==> src/rtl/watch_pkg.sv <==
// Shared types and constants for the watch keypad / time-set logic.
package watch_pkg;

  typedef enum logic [1:0] {
    IDLE,
    SCAN_C1,
    SCAN_C2,
    HOLD
  } state_e;

  localparam int unsigned HOUR_H = 5;
  localparam int unsigned HOUR_L = 4;
  localparam int unsigned MIN_H  = 3;
  localparam int unsigned MIN_L  = 2;
  localparam int unsigned SEC_H  = 1;
  localparam int unsigned SEC_L  = 0;

  localparam logic [2:0] ROWS_IDLE = 3'b111;

  localparam logic [1:0] COL_NONE = 2'b00;
  localparam logic [1:0] COL1     = 2'b01;
  localparam logic [1:0] COL2     = 2'b10;

  // Rows are {row2,row3,row4} active-low; row2 has priority.
  function automatic logic [1:0] row_index(input logic [2:0] rows);
    logic [1:0] idx;
    if (!rows[2])      idx = 2'd0;
    else if (!rows[1]) idx = 2'd1;
    else               idx = 2'd2;
    return idx;
  endfunction

  // Key code k selects digit bit HOUR_H-k.
  function automatic logic [5:0] code_to_digit(input logic [2:0] code);
    return 6'b100000 >> code;
  endfunction

endpackage

==> src/rtl/watch_tick_div.sv <==
// Free-running scan tick divider: one-cycle tick every SCAN_DIV clocks.
module watch_tick_div #(
  parameter int unsigned SCAN_DIV = 16
) (
  input  logic clk,
  input  logic resetn,
  output logic tick
);

  localparam int unsigned CW = $clog2(SCAN_DIV);
  localparam logic [CW-1:0] CNT_MAX = CW'(SCAN_DIV - 1);

  logic [CW-1:0] cnt_q, cnt_d;

  always_comb begin
    tick  = (cnt_q == CNT_MAX);
    cnt_d = tick ? '0 : cnt_q + 1'b1;
  end

  always_ff @(posedge clk) begin
    if (!resetn) cnt_q <= '0;
    else         cnt_q <= cnt_d;
  end

endmodule

==> src/rtl/watch_key_ctrl.sv <==
// 2x3 keypad scanner with debounce; emits one increment command per key press.
module watch_key_ctrl
  import watch_pkg::*;
#(
  parameter int unsigned SCAN_DIV    = 16,
  parameter int unsigned DEB_SAMPLES = 4
) (
  input  logic       clk,
  input  logic       resetn,
  input  logic       set_mode,
  input  logic [2:0] key_row,
  output logic [1:0] key_col,
  output logic [5:0] inc_pulse,
  output logic       key_valid,
  output logic [2:0] key_code,
  output logic       busy
);

  localparam int unsigned DW = $clog2(DEB_SAMPLES + 1);
  localparam logic [DW-1:0] DEB_MAX = DW'(DEB_SAMPLES);

  state_e        state_q, state_d;
  logic [DW-1:0] deb_q, deb_d, rel_q, rel_d;
  logic [1:0]    key_col_q, key_col_d;
  logic [5:0]    inc_pulse_q, inc_pulse_d;
  logic          key_valid_q, key_valid_d;
  logic [2:0]    key_code_q, key_code_d;
  logic          busy_q, busy_d;

  logic          tick;
  logic          row_low;
  logic          hit;
  logic          hit_col;
  logic [DW-1:0] deb_inc, rel_inc;

  watch_tick_div #(.SCAN_DIV(SCAN_DIV)) u_tick (
    .clk    (clk),
    .resetn (resetn),
    .tick   (tick)
  );

  assign row_low = (key_row != ROWS_IDLE);
  assign deb_inc = (deb_q == DEB_MAX) ? deb_q : deb_q + 1'b1;
  assign rel_inc = (rel_q == DEB_MAX) ? rel_q : rel_q + 1'b1;

  always_comb begin
    state_d     = state_q;
    deb_d       = deb_q;
    rel_d       = rel_q;
    key_col_d   = key_col_q;
    key_code_d  = key_code_q;
    key_valid_d = 1'b0;
    inc_pulse_d = '0;
    hit         = 1'b0;
    hit_col     = 1'b0;

    if (tick) begin
      unique case (state_q)
        IDLE: begin
          if (!row_low) begin
            deb_d = '0;
          end else if (deb_inc == DEB_MAX) begin
            deb_d     = '0;
            state_d   = SCAN_C1;
            key_col_d = COL1;
          end else begin
            deb_d = deb_inc;
          end
        end
        SCAN_C1: begin
          if (row_low) begin
            hit = 1'b1;
          end else begin
            state_d   = SCAN_C2;
            key_col_d = COL2;
          end
        end
        SCAN_C2: begin
          if (row_low) begin
            hit     = 1'b1;
            hit_col = 1'b1;
          end else begin
            state_d   = IDLE;
            key_col_d = COL_NONE;
          end
        end
        HOLD: begin
          if (row_low) begin
            rel_d = '0;
          end else if (rel_inc == DEB_MAX) begin
            rel_d     = '0;
            state_d   = IDLE;
            key_col_d = COL_NONE;
          end else begin
            rel_d = rel_inc;
          end
        end
      endcase
    end

    // The hit column stays driven through HOLD so release is seen on that column.
    if (hit) begin
      state_d     = HOLD;
      rel_d       = '0;
      key_code_d  = {row_index(key_row), hit_col};
      key_valid_d = 1'b1;
      inc_pulse_d = set_mode ? code_to_digit({row_index(key_row), hit_col}) : '0;
    end

    busy_d = (state_d != IDLE);
  end

  always_ff @(posedge clk) begin
    if (!resetn) begin
      state_q     <= IDLE;
      deb_q       <= '0;
      rel_q       <= '0;
      key_col_q   <= COL_NONE;
      key_code_q  <= '0;
      key_valid_q <= 1'b0;
      inc_pulse_q <= '0;
      busy_q      <= 1'b0;
    end else begin
      state_q     <= state_d;
      deb_q       <= deb_d;
      rel_q       <= rel_d;
      key_col_q   <= key_col_d;
      key_code_q  <= key_code_d;
      key_valid_q <= key_valid_d;
      inc_pulse_q <= inc_pulse_d;
      busy_q      <= busy_d;
    end
  end

  assign key_col   = key_col_q;
  assign key_code  = key_code_q;
  assign key_valid = key_valid_q;
  assign inc_pulse = inc_pulse_q;
  assign busy      = busy_q;

endmodule

==> config.mk <==
export PLATFORM = sky130hd
export DESIGN_NAME = watch_key_ctrl
export DESIGN_NICKNAME = d
export VERILOG_FILES = /design/src/rtl/watch_pkg.sv /design/src/rtl/watch_tick_div.sv /design/src/rtl/watch_key_ctrl.sv
export SDC_FILE = /design/constraint.sdc
export NUM_CORES = 1
export LEC_CHECK = 0
export ABC_AREA = 1
export CELL_PAD_IN_SITES_DETAIL_PLACEMENT = 1
export CELL_PAD_IN_SITES_GLOBAL_PLACEMENT = 2
export CORE_MARGIN = 4
export CORE_UTILIZATION = 27
export DETAILED_ROUTE_END_ITERATION = 10
export GPL_TIMING_DRIVEN = 0
export PLACE_DENSITY_LB_ADDON = 0.05
export SLEW_MARGIN = 20
export SYNTH_ARGS = -nofsm -noshare
export SYNTH_HDL_FRONTEND = slang
export SYNTH_SLANG_ARGS = --single-unit
==> constraint.sdc <==
create_clock -name clk -period 1.45 [get_ports clk]
set_input_delay 0.2175 -clock clk [delete_from_list [all_inputs] [get_ports clk]]
set_output_delay 0.2175 -clock clk [all_outputs]
set_load 0.01 [all_outputs]
==> summary.txt, run 1 <==
================================================================================
Post-DR wirelength/cell ...........................................      12.7 µm
Ratio of final minimum period to clock period .....................        0.984
Arrival time of the worst setup path ..............................      1610 ps
Maximum fanout encountered on the critical timing path ............            3
Worst r2r path cells ..............................................           12
Number of detailed-routing iterations run before antenna repair ...            4
Max Root-Sink Buffers .............................................            2
Total power density per cell area .................................   629 nW/µm²
Endpoint class of the critical path ...............................     register
Post-layout instance area .........................................     1930 µm²
Post-synth EDFFs ..................................................            0
Count of nets left with antenna violations after detail routing ...            0
Hold violation count in the final report ..........................            0
Timing-limited maximum frequency ..................................    0.701 GHz
Hold buffers post-CTS .............................................            0
Fraction of layout cells with a size suffix above 1 ...............        0.440
Port buffer count .................................................           18
Least-Margin Pin Slew .............................................       301 ps
Run status ........................................................ finished clean
Hold WC Path Type .................................................    in -> reg
Starting density of the core ......................................        0.283
Required time at the worst-slack endpoint .........................      1630 ps
Post-Syn Area .....................................................     1250 µm²
Root Driver ....................................................... sky130_fd_sc_hd__clkbuf_8
Cells after Synth .................................................          171
Area growth syn-to-layout .........................................        54.4%
Max rail drop VDD .................................................     0.447 mV
Number of antenna violations at the first check in global routing .            0
Maximum number of pins on one net before global-route repair ......           17
Setup violation total in the final timing report ..................            0
DR iter-0 viols ...................................................           27
Async set or reset register ratio after synthesis .................            0
Fin worst setup slack .............................................      22.9 ps
Post-detailed-route DRC marker count ..............................            0
Kind of critical path .............................................   reg -> reg
Proportion of synthesized chip area in sequential cells ...........        0.400
Worst setup slack before clock tree synthesis .....................      -413 ps
Max H-tree Level ..................................................            1
Clock Skews .......................................................      4.42 ps
Setup repair after global routing missed its margin ...............         true
Worst setup slack for register-to-register paths ..................        20 ps
Clock transition at the registers of the reported paths ...........       100 ps
Leakage component of the power ....................................     0.782 nW
Clock latency at the later pin of the worst-skew pair .............       280 ps
Count of warnings emitted by yosys ................................            0
Number of register bits inferred by synthesis .....................           25
Global placer's final weighted congestion .........................        0.769
Number of maximum-capacitance constraint violations ...............            0
Vias in the first global route ....................................        1,321
Residual overflow from global routing .............................            0
Number of unique standard cell types used by synthesis ............           21
Vertical die dimension ............................................      76.1 µm
Cell depth of the worst min-delay path ............................            3
Via count .........................................................        1,214
Final routed wirelength across all metal layers ...................      3310 µm
Aggregate global-route resource usage .............................        0.119
Number of nets in the final layout ................................          225
Post-DP Area ......................................................     1500 µm²
Antenna fix cells .................................................            0
Global-route wire length before repair ............................      5770 µm
Post-route minimum period .........................................      1430 ps
Clk sinks .........................................................           25
Fillers ...........................................................          534
Total Die Area ....................................................     5790 µm²
Worst slew margin relative to its limit ...........................        0.799
Final count of pins violating max slew ............................            0
Mapped Nets .......................................................          186
Total I/O pin count ...............................................           19
CTS tree ..........................................................        built
Width of the chip .................................................      76.1 µm
Average cell area after synthesis .................................     7.32 µm²
Most instantiated flip-flop cell in the synthesis netlist ......... sky130_fd_sc_hd__dfxtp_1
DP Wirelength .....................................................      2420 µm
Clock buffers created by TritonCTS ................................            3
Core Rows .........................................................           24
Startpoint class of the critical path .............................     register
Vias per inst .....................................................         4.65
Placeable Area ....................................................     4410 µm²
================================================================================
[state kept, by name, indices dropped and copies added, names as in the netlist]
signal / cells
busy: 1
deb_q: 3
inc_pulse: 6
key_code: 3
key_col: 2
key_valid: 1
rel_q: 3
state_q: 2
u_tick.cnt_q: 4
[synth_stat cells, types with 2 or more instances]
cell	n	share of area
sky130_fd_sc_hd__a21oi_1	10	0.040
sky130_fd_sc_hd__dfxtp_1	25	0.40
sky130_fd_sc_hd__ha_1	9	0.090
sky130_fd_sc_hd__inv_1	25	0.075
sky130_fd_sc_hd__nand2_1	43	0.13
sky130_fd_sc_hd__nand2_2	2	0.010
sky130_fd_sc_hd__nand3_1	18	0.072
sky130_fd_sc_hd__nand3_2	2	0.016
sky130_fd_sc_hd__nor2_1	17	0.051
sky130_fd_sc_hd__nor2_2	3	0.015
sky130_fd_sc_hd__nor2_4	3	0.027
sky130_fd_sc_hd__nor3_1	2	0.0080
sky130_fd_sc_hd__o21ai_0	4	0.016
[layer usage]
metal / part of all wire / vias up / global-route usage / wire length, µm
li1: - / 614 / - / -
met5: 0 / - / 0 / 0
met3: 0.024 / 4 / 0.0248 / 79
met2: 0.52 / 18 / 0.214 / 1730
met4: 0.012 / 0 / 0.0315 / 40
met1: 0.44 / 578 / 0.140 / 1460
[power by group]
| group | total (W) | internal, W | switching (W) |
|---|---|---|---|
| logic | 0.0000662 | 0.0000292 | 0.0000370 |
| registers | 0.000702 | 0.000693 | 0.00000830 |
| clock network | 0.000447 | 0.000202 | 0.000246 |
[critical path, cell delays in order, from the launching register on]
cell and delay, ps:
sky130_fd_sc_hd__dfxtp_2 360, sky130_fd_sc_hd__inv_2 60, sky130_fd_sc_hd__ha_4 170, sky130_fd_sc_hd__nand2_4 90, sky130_fd_sc_hd__nand2_2 60, sky130_fd_sc_hd__nand2_2 60, sky130_fd_sc_hd__nand3_2 90, sky130_fd_sc_hd__nand2_4 90
sky130_fd_sc_hd__nand3_4 90, sky130_fd_sc_hd__nand2_2 80, sky130_fd_sc_hd__nand2_2 40, sky130_fd_sc_hd__nand2_2 70, sky130_fd_sc_hd__nand2_2 60
[through the flow]
stage | util | total power (W) | TNS (ps) | instances | hold slack (ps)
CTS | 0.396 | 0.00123 | -46.1 | 255 | 463
finish | 0.438 | 0.00122 | 0 | 261 | 267
floorplan | - | 0.000744 | 0 | 171 | 379
global placement | 0.339 | 0.000768 | -4000 | 241 | 429
detailed placement | 0.339 | 0.000771 | -4610 | 241 | 442
global route | 0.438 | 0.00127 | -474 | 261 | 273
[cell families (layout without fill, tap and decap cells)]
group	after synthesis	after routing	share of synthesized area
AOI/OAI and AO/OA	16	16	0.0700
xor gates and xnor gates	1	1	0.00700
adders and majority gates	9	9	0.0900
buffers and inverters	28	66	0.0860
DFF	25	25	0.400
and+or+nand+nor	92	92	0.347
[layout make-up]
cell class / count / area [µm²] / area share
sequential: 25 / 513 / 0.266
clock inverter: 1 / 8.76 / 0.00453
timing repair buffer: 34 / 313 / 0.162
multi-input combinational: 118 / 880 / 0.455
clock buffer: 3 / 41.3 / 0.0214
buffer: 1 / 5.00 / 0.00259
inverter: 27 / 106 / 0.0551
tap: 52 / 65.1 / 0.0337
[final timing paths]
path,end,startpoint
min,inc_pulse[1]$_SDFF_PN0_,key_row[1]
min reg2reg,u_tick.cnt_q[0]$_SDFF_PP0_,u_tick.cnt_q[0]$_SDFF_PP0_
max,busy$_SDFF_PN0_,rel_q[1]$_SDFFE_PP0P_
max reg2reg,busy$_SDFF_PN0_,rel_q[1]$_SDFFE_PP0P_
[cells in the final DEF (no fill, tap or decap), drive strengths merged]
cell type | Yosys | routed
clkdlybuf4s50 | 0 | 16
dfxtp | 25 | 25
dlymetal6s2s | 0 | 2
nor3 | 2 | 2
a21oi | 11 | 11
ha | 9 | 9
nand3 | 21 | 21
xnor2 | 1 | 1
or2 | 1 | 1
buf | 0 | 16
o21ai | 5 | 5
inv | 27 | 28
nor2 | 23 | 23
nand2 | 45 | 45
clkbuf | 1 | 4
[repair_timing]
item,in CTS,in global routing
pin swaps,13,14
endpoints found under the setup margin,16,20
resized for setup,40,39
setup buffers,10,6
cloned,0,0
Note: power is estimated with default switching activity, not from simulation.
==> run 2, diff against run 1 <==
- CAP_MARGIN: default -> 20
- HOLD_SLACK_MARGIN: default -> 0.02
- SLEW_MARGIN: 20 -> default
==> results of run 2 <==
The final DEF is identical to that of run 1; final timing and power are the same.
